`config.mk`:
```
export PLATFORM = sky130hd
export DESIGN_NAME = line_compactor
export DESIGN_NICKNAME = d
export VERILOG_FILES = /design/src/rtl/tetris_pkg.sv /design/src/rtl/board_addr.sv /design/src/rtl/line_compactor.sv
export SDC_FILE = /design/constraint.sdc
export NUM_CORES = 1
export LEC_CHECK = 0
export ABC_AREA = 1
export BUFFER_PORTS_ARGS = -buffer_cell sky130_fd_sc_hd__clkbuf_2
export CAP_MARGIN = 20
export CORE_MARGIN = 4
export CORE_UTILIZATION = 59
export CTS_CLUSTER_DIAMETER = 30
export DETAILED_ROUTE_END_ITERATION = 10
export GPL_ROUTABILITY_DRIVEN = 0
export PLACE_DENSITY = 0.87
export SETUP_SLACK_MARGIN = 0.05
export SLEW_MARGIN = 20
export SYNTH_ARGS = -nofsm -noshare
export SYNTH_HDL_FRONTEND = slang
export SYNTH_SLANG_ARGS = --single-unit
```
`constraint.sdc`:
```
create_clock -name clk -period 4.11 [get_ports clk]
set_input_delay 0.2055 -clock clk [delete_from_list [all_inputs] [get_ports clk]]
set_output_delay 0.2055 -clock clk [all_outputs]
set_load 0.01 [all_outputs]
```
`src/rtl/tetris_pkg.sv`:
```
// Shared board geometry, cell encoding and row-compactor FSM states
// for the blocks that walk the Tetris board RAM.
package tetris_pkg;

  localparam int BOARD_W = 10;
  localparam int BOARD_H = 24;
  localparam int CELL_W  = 6;

  localparam logic [CELL_W-1:0] EMPTY_CELL = '0;

  typedef enum logic [2:0] {
    IDLE,
    READ,
    EVAL,
    WRITE,
    FILL,
    DONE
  } state_t;

  // Row-major linear cell index: y*w + x.
  function automatic int unsigned cell_index(input int unsigned x,
                                             input int unsigned y,
                                             input int unsigned w);
    return y * w + x;
  endfunction

endpackage

```
`src/rtl/board_addr.sv`:
```
// Combinational (x,y) to board RAM address mapper, shared by every block
// that walks the board row by row.
module board_addr
  import tetris_pkg::*;
#(
  parameter int BOARD_W = 10,
  parameter int ADDR_W  = 8,
  parameter int X_W     = 4,
  parameter int Y_W     = 5
) (
  input  logic [X_W-1:0]    x,
  input  logic [Y_W-1:0]    y,
  output logic [ADDR_W-1:0] addr
);

  assign addr = ADDR_W'(cell_index(32'(x), 32'(y), 32'(BOARD_W)));

endmodule

```
`src/rtl/line_compactor.sv`:
```
// Row-clear engine: one bottom-to-top pass over the board RAM that drops full
// rows, slides survivors down and zero-fills the freed rows at the top.
module line_compactor
  import tetris_pkg::*;
#(
  parameter int BOARD_W = tetris_pkg::BOARD_W,
  parameter int BOARD_H = tetris_pkg::BOARD_H,
  parameter int CELL_W  = tetris_pkg::CELL_W,
  parameter int ADDR_W  = 8,
  parameter int CNT_W   = $clog2(BOARD_H + 1)
) (
  input  logic               clk,
  input  logic               reset,
  input  logic               start,
  input  logic [CELL_W-1:0]  ram_q,
  output logic [ADDR_W-1:0]  ram_addr,
  output logic [CELL_W-1:0]  ram_data,
  output logic               ram_wren,
  output logic               busy,
  output logic               done,
  output logic [CNT_W-1:0]   rows_cleared,
  output logic [BOARD_H-1:0] cleared_mask,
  output state_t             state_dbg
);

  // Handshake: start is a single-cycle request honoured only in IDLE (ignored
  // while busy, never queued); done pulses once per pass, busy covers the pass.

  localparam int RW = $clog2(BOARD_H);
  localparam int XW = $clog2(BOARD_W + 1);
  localparam logic [XW-1:0] LAST_X  = XW'(BOARD_W - 1);
  localparam logic [XW-1:0] READ_END = XW'(BOARD_W);
  localparam logic [RW-1:0] BOT_ROW = RW'(BOARD_H - 1);

  state_t              state, nxt_state;
  logic [XW-1:0]       col, nxt_col;
  logic [RW-1:0]       rd_row, nxt_rd;
  logic [RW:0]         wr_row, nxt_wr;
  logic                full, nxt_full;
  logic [CNT_W-1:0]    nxt_cnt;
  logic [BOARD_H-1:0]  nxt_mask;
  logic                tail;
  logic [RW-1:0]       nxt_y;
  logic [ADDR_W-1:0]   map_addr;
  logic [ADDR_W-1:0]   nxt_addr;
  logic [CELL_W-1:0]   nxt_data;
  logic                nxt_wren;
  logic [CELL_W-1:0]   row_buf [BOARD_W];

  assign state_dbg = state;

  always_comb begin
    nxt_state = state;
    nxt_col   = col;
    nxt_rd    = rd_row;
    nxt_wr    = wr_row;
    nxt_full  = full;
    nxt_cnt   = rows_cleared;
    nxt_mask  = cleared_mask;
    tail      = 1'b0;

    case (state)
      IDLE: begin
        if (start) begin
          nxt_state = READ;
          nxt_col   = '0;
          nxt_rd    = BOT_ROW;
          nxt_wr    = {1'b0, BOT_ROW};
          nxt_full  = 1'b1;
          nxt_cnt   = '0;
          nxt_mask  = '0;
        end
      end
      READ: begin
        // Read data lags the address by one cycle, so col k checks cell k-1.
        if (col != '0) nxt_full = full & (ram_q != CELL_W'(EMPTY_CELL));
        if (col == READ_END) nxt_state = EVAL;
        else nxt_col = col + XW'(1);
      end
      EVAL: begin
        nxt_col = '0;
        if (full) begin
          nxt_cnt          = rows_cleared + CNT_W'(1);
          nxt_mask[rd_row] = 1'b1;
          tail             = 1'b1;
        end else if ({1'b0, rd_row} != wr_row) begin
          nxt_state = WRITE;
        end else begin
          nxt_wr = wr_row - (RW+1)'(1);
          tail   = 1'b1;
        end
      end
      WRITE: begin
        if (col == LAST_X) begin
          nxt_col = '0;
          nxt_wr  = wr_row - (RW+1)'(1);
          tail    = 1'b1;
        end else begin
          nxt_col = col + XW'(1);
        end
      end
      FILL: begin
        if (col == LAST_X) begin
          nxt_col = '0;
          if (wr_row == '0) nxt_state = DONE;
          else nxt_wr = wr_row - (RW+1)'(1);
        end else begin
          nxt_col = col + XW'(1);
        end
      end
      DONE:    nxt_state = IDLE;
      default: nxt_state = IDLE;
    endcase

    // Shared end-of-row step for EVAL and WRITE.
    if (tail) begin
      if (rd_row == '0) begin
        nxt_state = (nxt_cnt != '0) ? FILL : DONE;
      end else begin
        nxt_rd    = rd_row - RW'(1);
        nxt_full  = 1'b1;
        nxt_state = READ;
      end
    end
  end

  // Outputs are computed from next-state values so the registered port
  // lines up with the state it belongs to.
  assign nxt_y = (nxt_state == READ) ? nxt_rd : nxt_wr[RW-1:0];

  board_addr #(
    .BOARD_W (BOARD_W),
    .ADDR_W  (ADDR_W),
    .X_W     (XW),
    .Y_W     (RW)
  ) u_board_addr (
    .x    (nxt_col),
    .y    (nxt_y),
    .addr (map_addr)
  );

  always_comb begin
    nxt_wren = (nxt_state == WRITE) || (nxt_state == FILL);
    nxt_addr = '0;
    nxt_data = '0;
    if (nxt_state == READ || nxt_wren) nxt_addr = map_addr;
    if (nxt_state == WRITE) nxt_data = row_buf[nxt_col];
  end

  always_ff @(posedge clk) begin
    if (reset) begin
      state        <= IDLE;
      col          <= '0;
      rd_row       <= '0;
      wr_row       <= '0;
      full         <= 1'b0;
      ram_addr     <= '0;
      ram_data     <= '0;
      ram_wren     <= 1'b0;
      busy         <= 1'b0;
      done         <= 1'b0;
      rows_cleared <= '0;
      cleared_mask <= '0;
    end else begin
      state        <= nxt_state;
      col          <= nxt_col;
      rd_row       <= nxt_rd;
      wr_row       <= nxt_wr;
      full         <= nxt_full;
      ram_addr     <= nxt_addr;
      ram_data     <= nxt_data;
      ram_wren     <= nxt_wren;
      busy         <= (nxt_state != IDLE);
      done         <= (nxt_state == DONE);
      rows_cleared <= nxt_cnt;
      cleared_mask <= nxt_mask;
    end
  end

  always_ff @(posedge clk) begin
    if (state == READ && col != '0) row_buf[col - XW'(1)] <= ram_q;
  end

endmodule
```
# Word-level counts from Yosys, hierarchy flattened
# Memories as Yosys holds them, arrays and structs flattened. A register that Yosys moved wholly into a read port is not among the register bits.
# Index checks and enable logic that the tools add are counted.
# classes
add_sub_neg	6
n_mul	1
magnitude_cmp	2
eq_ne	18
mux	45
n_bitwise	4
reduce_logical	18
# ops
operator	n
2-to-1 mux 24 bit	2
case mux 24 bit (2 select lines)	1
2-to-1 mux 6 bit	6
2-to-1 mux 5 bit	7
2-to-1 mux 3 bit	8
OR 24 bit	1
case mux 6 bit (4 select lines)	1
case mux 4 bit (4 select lines)	1
case mux 3 bit (5 select lines)	1
!= test 2 bit (second input constant)	7
2-to-1 mux 4 bit	3
2-to-1 mux 1 bit	11
case mux 5 bit (2 select lines)	1
equality test 3 x 2 -> 1 bit (second input constant)	3
equality test 3 bit (second input constant)	3
adder 8 x 4 -> 8 bit	1
equality test 4 bit (second input constant)	2
nonzero test 4 bit	2
multiplier 5 x 3 -> 7 bit (second input constant)	1
AND reduction 7 bit	1
equality test 3 x 1 -> 1 bit (second input constant)	2
zero test 6 bit	1
less-than comparator 5 x 6 -> 1 bit (second input constant)	1
!= test 5 x 6 -> 1 bit	1
other kinds (20)	26
# word_totals
reg_bits	59
ramBits	60
inputBits	9
output_inout_bits	49
wordCells	107
memories	1
# mem_list
name	depth	word_bits	read_ports	rd_clocked_by_memory_dff	write_ports	line_no	rtl
row_buf	10	6	1	1	1	line_compactor.sv:48	logic [CELL_W-1:0] row_buf [BOARD_W];

# Longest topological paths before layout
# depth
depth_word	12
depth_mapped	25
mapped_depth_nobuf	25

# By module
# Synthesis repeated with hierarchy kept, for this count alone.
# hier_totals
cells_unflattened	722
hier_area_um2	6234.7
# by_module_without_submodules
mod	n_inst	cells_each	area_each_um2	seq_area_each_um2
line_compactor	1	670	5888.1	3103.0
board_addr	1	52	346.6	0.0

# Worst setup path before layout
# No wires, ideal clock.
# synth_timing
path_kind	reg2reg
start	register col[1]
end	register ram_addr[7]
setup_ns	0.113
arrival_time_ns	3.448
required_ns	3.997
slack_ns	0.549
stages_incl_launch_ff	22
n_path_buf	0
synth_period_minus_slack_ns	3.561
cell_sequence	dfxtp_1 -> inv_1 -> ha_1 -> nand3_1 -> inv_2 -> a21oi_4 -> nand2_4 -> nand2_4 -> nand2_2 -> nand3_4 -> nor2_8 -> o21ai_0 -> ha_1 -> ha_1 -> inv_1 -> fa_1 -> nor2_1 -> nand2_1 -> xnor2_1 -> nand3_1 -> nand2_1 -> nor2_1
# synth_between
elab_chain_cells	9
word_cells_on_any_way	27
classes_between	add/sub (2); mul (1); eq/ne (5); mux (15); bitwise (1); reduce/logical (3)
# synth_rtl
element	line_no	rtl
start, declared	line_compactor.sv:36	logic [XW-1:0] col, nxt_col;
start signal, assigned	line_compactor.sv:166	col <= nxt_col;
parallel branches: the longest is 9 deep, another holds adder 8 x 4 -> 8 bit	-	
end signal, assigned	line_compactor.sv:170	ram_addr <= nxt_addr;
end, declared	line_compactor.sv:16	output logic [ADDR_W-1:0] ram_addr,
# Several ways; the timed one is not identified. The select of a mux whose other input is x is not followed.
# A chain may end at the register's enable or synchronous reset.

# Worst setup path after layout
# layout_timing
start	register rd_row[1]
end	register ram_addr[7]
# layout_between
elab_chain_cells	10
word_cells_on_any_way	28
classes_between	add/sub (2); mul (1); eq/ne (4); mux (16); bitwise (1); reduce/logical (4)
# layout_rtl
element	line_no	rtl
start, declared	line_compactor.sv:37	logic [RW-1:0] rd_row, nxt_rd;
start signal, assigned	line_compactor.sv:167	rd_row <= nxt_rd;
parallel branches: the longest is 10 deep, another holds adder 8 x 4 -> 8 bit	-	
# Several ways; the timed one is not identified. The select of a mux whose other input is x is not followed.

==> impl_metrics.env <==
export IMPL_critPathCaptureType="flip-flop"
export IMPL_layout_drive_gt1_share_pct=20.8
export IMPL_max_slew_margin_pct=39.6
export IMPL_status="finished clean"
export IMPL_grt_antenna_before_repair=0
export IMPL_drt_total_wl_mm=15.4
export IMPL_drtIter0Drc=629
export IMPL_cp_slowest_cell="fa_1"
export IMPL_grt_pass1_wl_mm=25.3
export IMPL_start_util_pct=61.4
export IMPL_grt_pass1_vias=5103
export IMPL_r2r_cells=23
export IMPL_yosys_register_bits=125
export IMPL_worst_pin_slew_ns=0.899
export IMPL_synth_xor_area_share_pct=1.44
export IMPL_syn_num_nets=712
export IMPL_worstSetupStartpointType="flip-flop"
export IMPL_synth_area_um2=6080
export IMPL_setup_viol=0
export IMPL_final_cells=884
export IMPL_track_usage_pct=27.5
export IMPL_r2r_slack_ns=0.22
export IMPL_root_buffer="clkbuf_8"
export IMPL_synth_area_mux_share_pct=0
export IMPL_crit_chain="inv_1 -> ha_2 -> inv_1 -> nor2_1 -> inv_1 -> nor2_1 -> inv_1 -> a21oi_1 -> nand2_4 -> nand4_1 -> nor2_1 -> a31oi_2 -> ha_1 -> ha_1 -> inv_1 -> fa_1 -> xor2_2 -> nor2_1 -> nand2_1 -> xnor2_1 -> nand3_1 -> nand2_1 -> nor2_1"
export IMPL_die_area_um2=12000
export IMPL_drv_slew=0
export IMPL_htreeDepth=4
export IMPL_cp_arrival_ns=4.31
export IMPL_area_growth_pct=16.2
export IMPL_fmax_mhz=257
export IMPL_final_common_cell="nand2_1"
export IMPL_worstPathRequired_ns=4.53
export IMPL_cp_startpoint="rd_row[1]"
export IMPL_crit_fanout=5
export IMPL_synth_top_family_by_area="simple AND/OR/NAND/NOR gates"
export IMPL_preCtsSetupSlack_ns=0.354
export IMPL_cts_hold_buf=0
export IMPL_worst_clock_skew_ns=0.0106
export IMPL_synthSimpleGateAreaFrac_pct=25.4
export IMPL_power_leakage_nw=3.02
export IMPL_cts_inserted_buffers=17
export IMPL_fin_ws_ns=0.219
export IMPL_min_period_over_period_pct=94.7
export IMPL_synth_avg_cell_area_um2=8.97
export IMPL_min_path_type="in -> reg"
export IMPL_antenna_cells=0
export IMPL_period_needed_ns=3.89
export IMPL_use_met3_pct=6.93
export IMPL_yosysWarnings=0
export IMPL_row_count=36
export IMPL_clock_sinks=125
export IMPL_die_x_um=110
export IMPL_io_buffers=57
export IMPL_clk_pin_slew_ns=0.06
export IMPL_clock_path_buffers=2
export IMPL_r2r_end="ram_addr[7]"
export IMPL_grt_use_met2_pct=44.9
export IMPL_worstHoldStart="ram_q[4]"
export IMPL_hold_slack_ns=0.0569
export IMPL_finalHoldViolCount=0
export IMPL_reg2reg_from="rd_row[1]"
export IMPL_cts_tree="done"
export IMPL_cp_slowest_stage_delay_ns=0.42
export IMPL_place_inst=852
export IMPL_yosysSeqAreaShare_pct=51.0
export IMPL_grt_max_degree=34
export IMPL_netlist_instances=678
export IMPL_dr_pass1_iters=7
export IMPL_coreArea_um2=9910
export IMPL_cp_endpoint="ram_addr[7]"
export IMPL_vias=5231
export IMPL_die_h_um=110
export IMPL_clock_latency_ns=0.53
export IMPL_mostFrequentLayoutCells="nand2_1, nor2_1, dfxtp_1"
export IMPL_gr_max_usage_layer="met2"
export IMPL_ant_nets=0
export IMPL_crit_type="reg -> reg"
export IMPL_ioPinCount=58
export IMPL_drcViolationCount=0
export IMPL_drv_cap=0
export IMPL_synth_compound_area_share_pct=10.4
export IMPL_met1_usage_pct=34.8
export IMPL_peakVddDrop_uv=370
export IMPL_power_density_nw_per_um2=465
export IMPL_hpwl_mm=10.1
export IMPL_synth_distinct_cells=47
export IMPL_wl_per_cell_um=17.5
export IMPL_synth_adder_area_share_pct=5.39
export IMPL_vias_per_cell=5.92
export IMPL_nets=772
export IMPL_gr_total_overflow=0
[timing repair]
action | 4_1_cts | 5_1_grt
setup endpoints to repair | 0 | 1
gates resized for setup | 0 | 8
buffers inserted | 0 | 0
[report_power, final]
part           switching (mW)  internal, mW
Combinational           0.282         0.127
Sequential             0.0240          1.33
Clock                   0.561         0.960
Total                   0.868          2.42
[layer usage]
metal / vias up / wire length (um)
met5: - / 0
met4: 0 / 597
met3: 73 / 1540
met2: 382 / 7370
met1: 2391 / 5930
li1: 2385 / -
[critical path: cells and delay by family, from the launching register on]
kind,cells,cell delay [ns]
simple gates,10,1.07
fa+ha+maj,4,1.03
buf+inv,5,0.51
compound gates,2,0.44
xor+xnor,2,0.38
flops,1,0.36
[metrics by stage]
step | utilization (%) | cell area [um2] | total power, mW | TNS, ns
finish | 71.3 | 7070 | 3.28 | 0
global route | 71.3 | 7070 | 3.40 | -0.0629
CTS | 71.1 | 7050 | 3.27 | 0
detailed placement | 65.0 | 6440 | 1.76 | 0
global placement | 65.0 | 6440 | 1.74 | 0
floorplan | - | 6080 | 1.66 | 0
[final cells by class]
type / count / area (um2)
clock buffer: 20 / 445
clock inverter: 12 / 158
fill: 641 / 2840
inverter: 76 / 288
multi-input combinational: 460 / 2610
sequential: 125 / 3110
tap: 133 / 166
timing repair buffer: 58 / 293
[worst min path at each step]
| stage | end | slack (ns) | cells after the start |
|---|---|---|---|
| floorplan | row_buf[0][0] | 0.30 | 0 |
| global route | row_buf[3][4] | 0.06 | 1 |
| CTS | row_buf[3][4] | 0.03 | 1 |
| finish | row_buf[9][4] | 0.06 | 1 |
| global placement | cleared_mask[16] | 0.44 | 2 |
| detailed placement | cleared_mask[16] | 0.46 | 2 |
[flip-flops by register name, indices dropped and copies added (netlist names)]
| register | count |
|---|---|
| busy | 1 |
| row_buf | 60 |
| state_dbg | 3 |
| ram_wren | 1 |
| done | 1 |
| ram_addr | 8 |
| rd_row | 5 |
| cleared_mask | 24 |
| rows_cleared | 5 |
| col | 4 |
| full | 1 |
| wr_row | 6 |
| ram_data | 6 |
[cells in the mapped netlist (all sizes together)]
| cell | number | area (um2) |
|---|---|---|
| a211o | 1 | 8.76 |
| a21o | 1 | 7.51 |
| a21oi | 44 | 235 |
| a22oi | 1 | 7.51 |
| a31oi | 1 | 6.26 |
| a32oi | 1 | 8.76 |
| buf | 12 | 80.1 |
| clkbuf | 5 | 18.8 |
| dfxtp | 65 | 1300 |
| edfxtp | 60 | 1800 |
| fa | 2 | 40.0 |
| ha | 23 | 288 |
| inv | 76 | 288 |
| nand2 | 140 | 591 |
| nand3 | 52 | 300 |
| nand4 | 6 | 43.8 |
| nor2 | 92 | 400 |
| nor3 | 11 | 66.3 |
| nor4 | 2 | 12.5 |
| o2111ai | 1 | 8.76 |
| o211ai | 22 | 165 |
| o21ai | 26 | 141 |
| o221ai | 1 | 26.3 |
| o31ai | 1 | 7.51 |
| o32ai | 1 | 8.76 |
| or2 | 21 | 131 |
| xnor2 | 3 | 26.3 |
| xor2 | 7 | 61.3 |
[cells by family (layout without fill, tap and decap cells)]
logic type	count (synthesis)	count (layout)
flip-flops	125	125
buffers and inverters	93	166
adder cells (fa/ha/maj)	25	25
AO/OA/AOI/OAI	101	101
AND/OR/NAND/NOR	324	324
XOR/XNOR	10	10
Power figures use the tool's default switching activity.
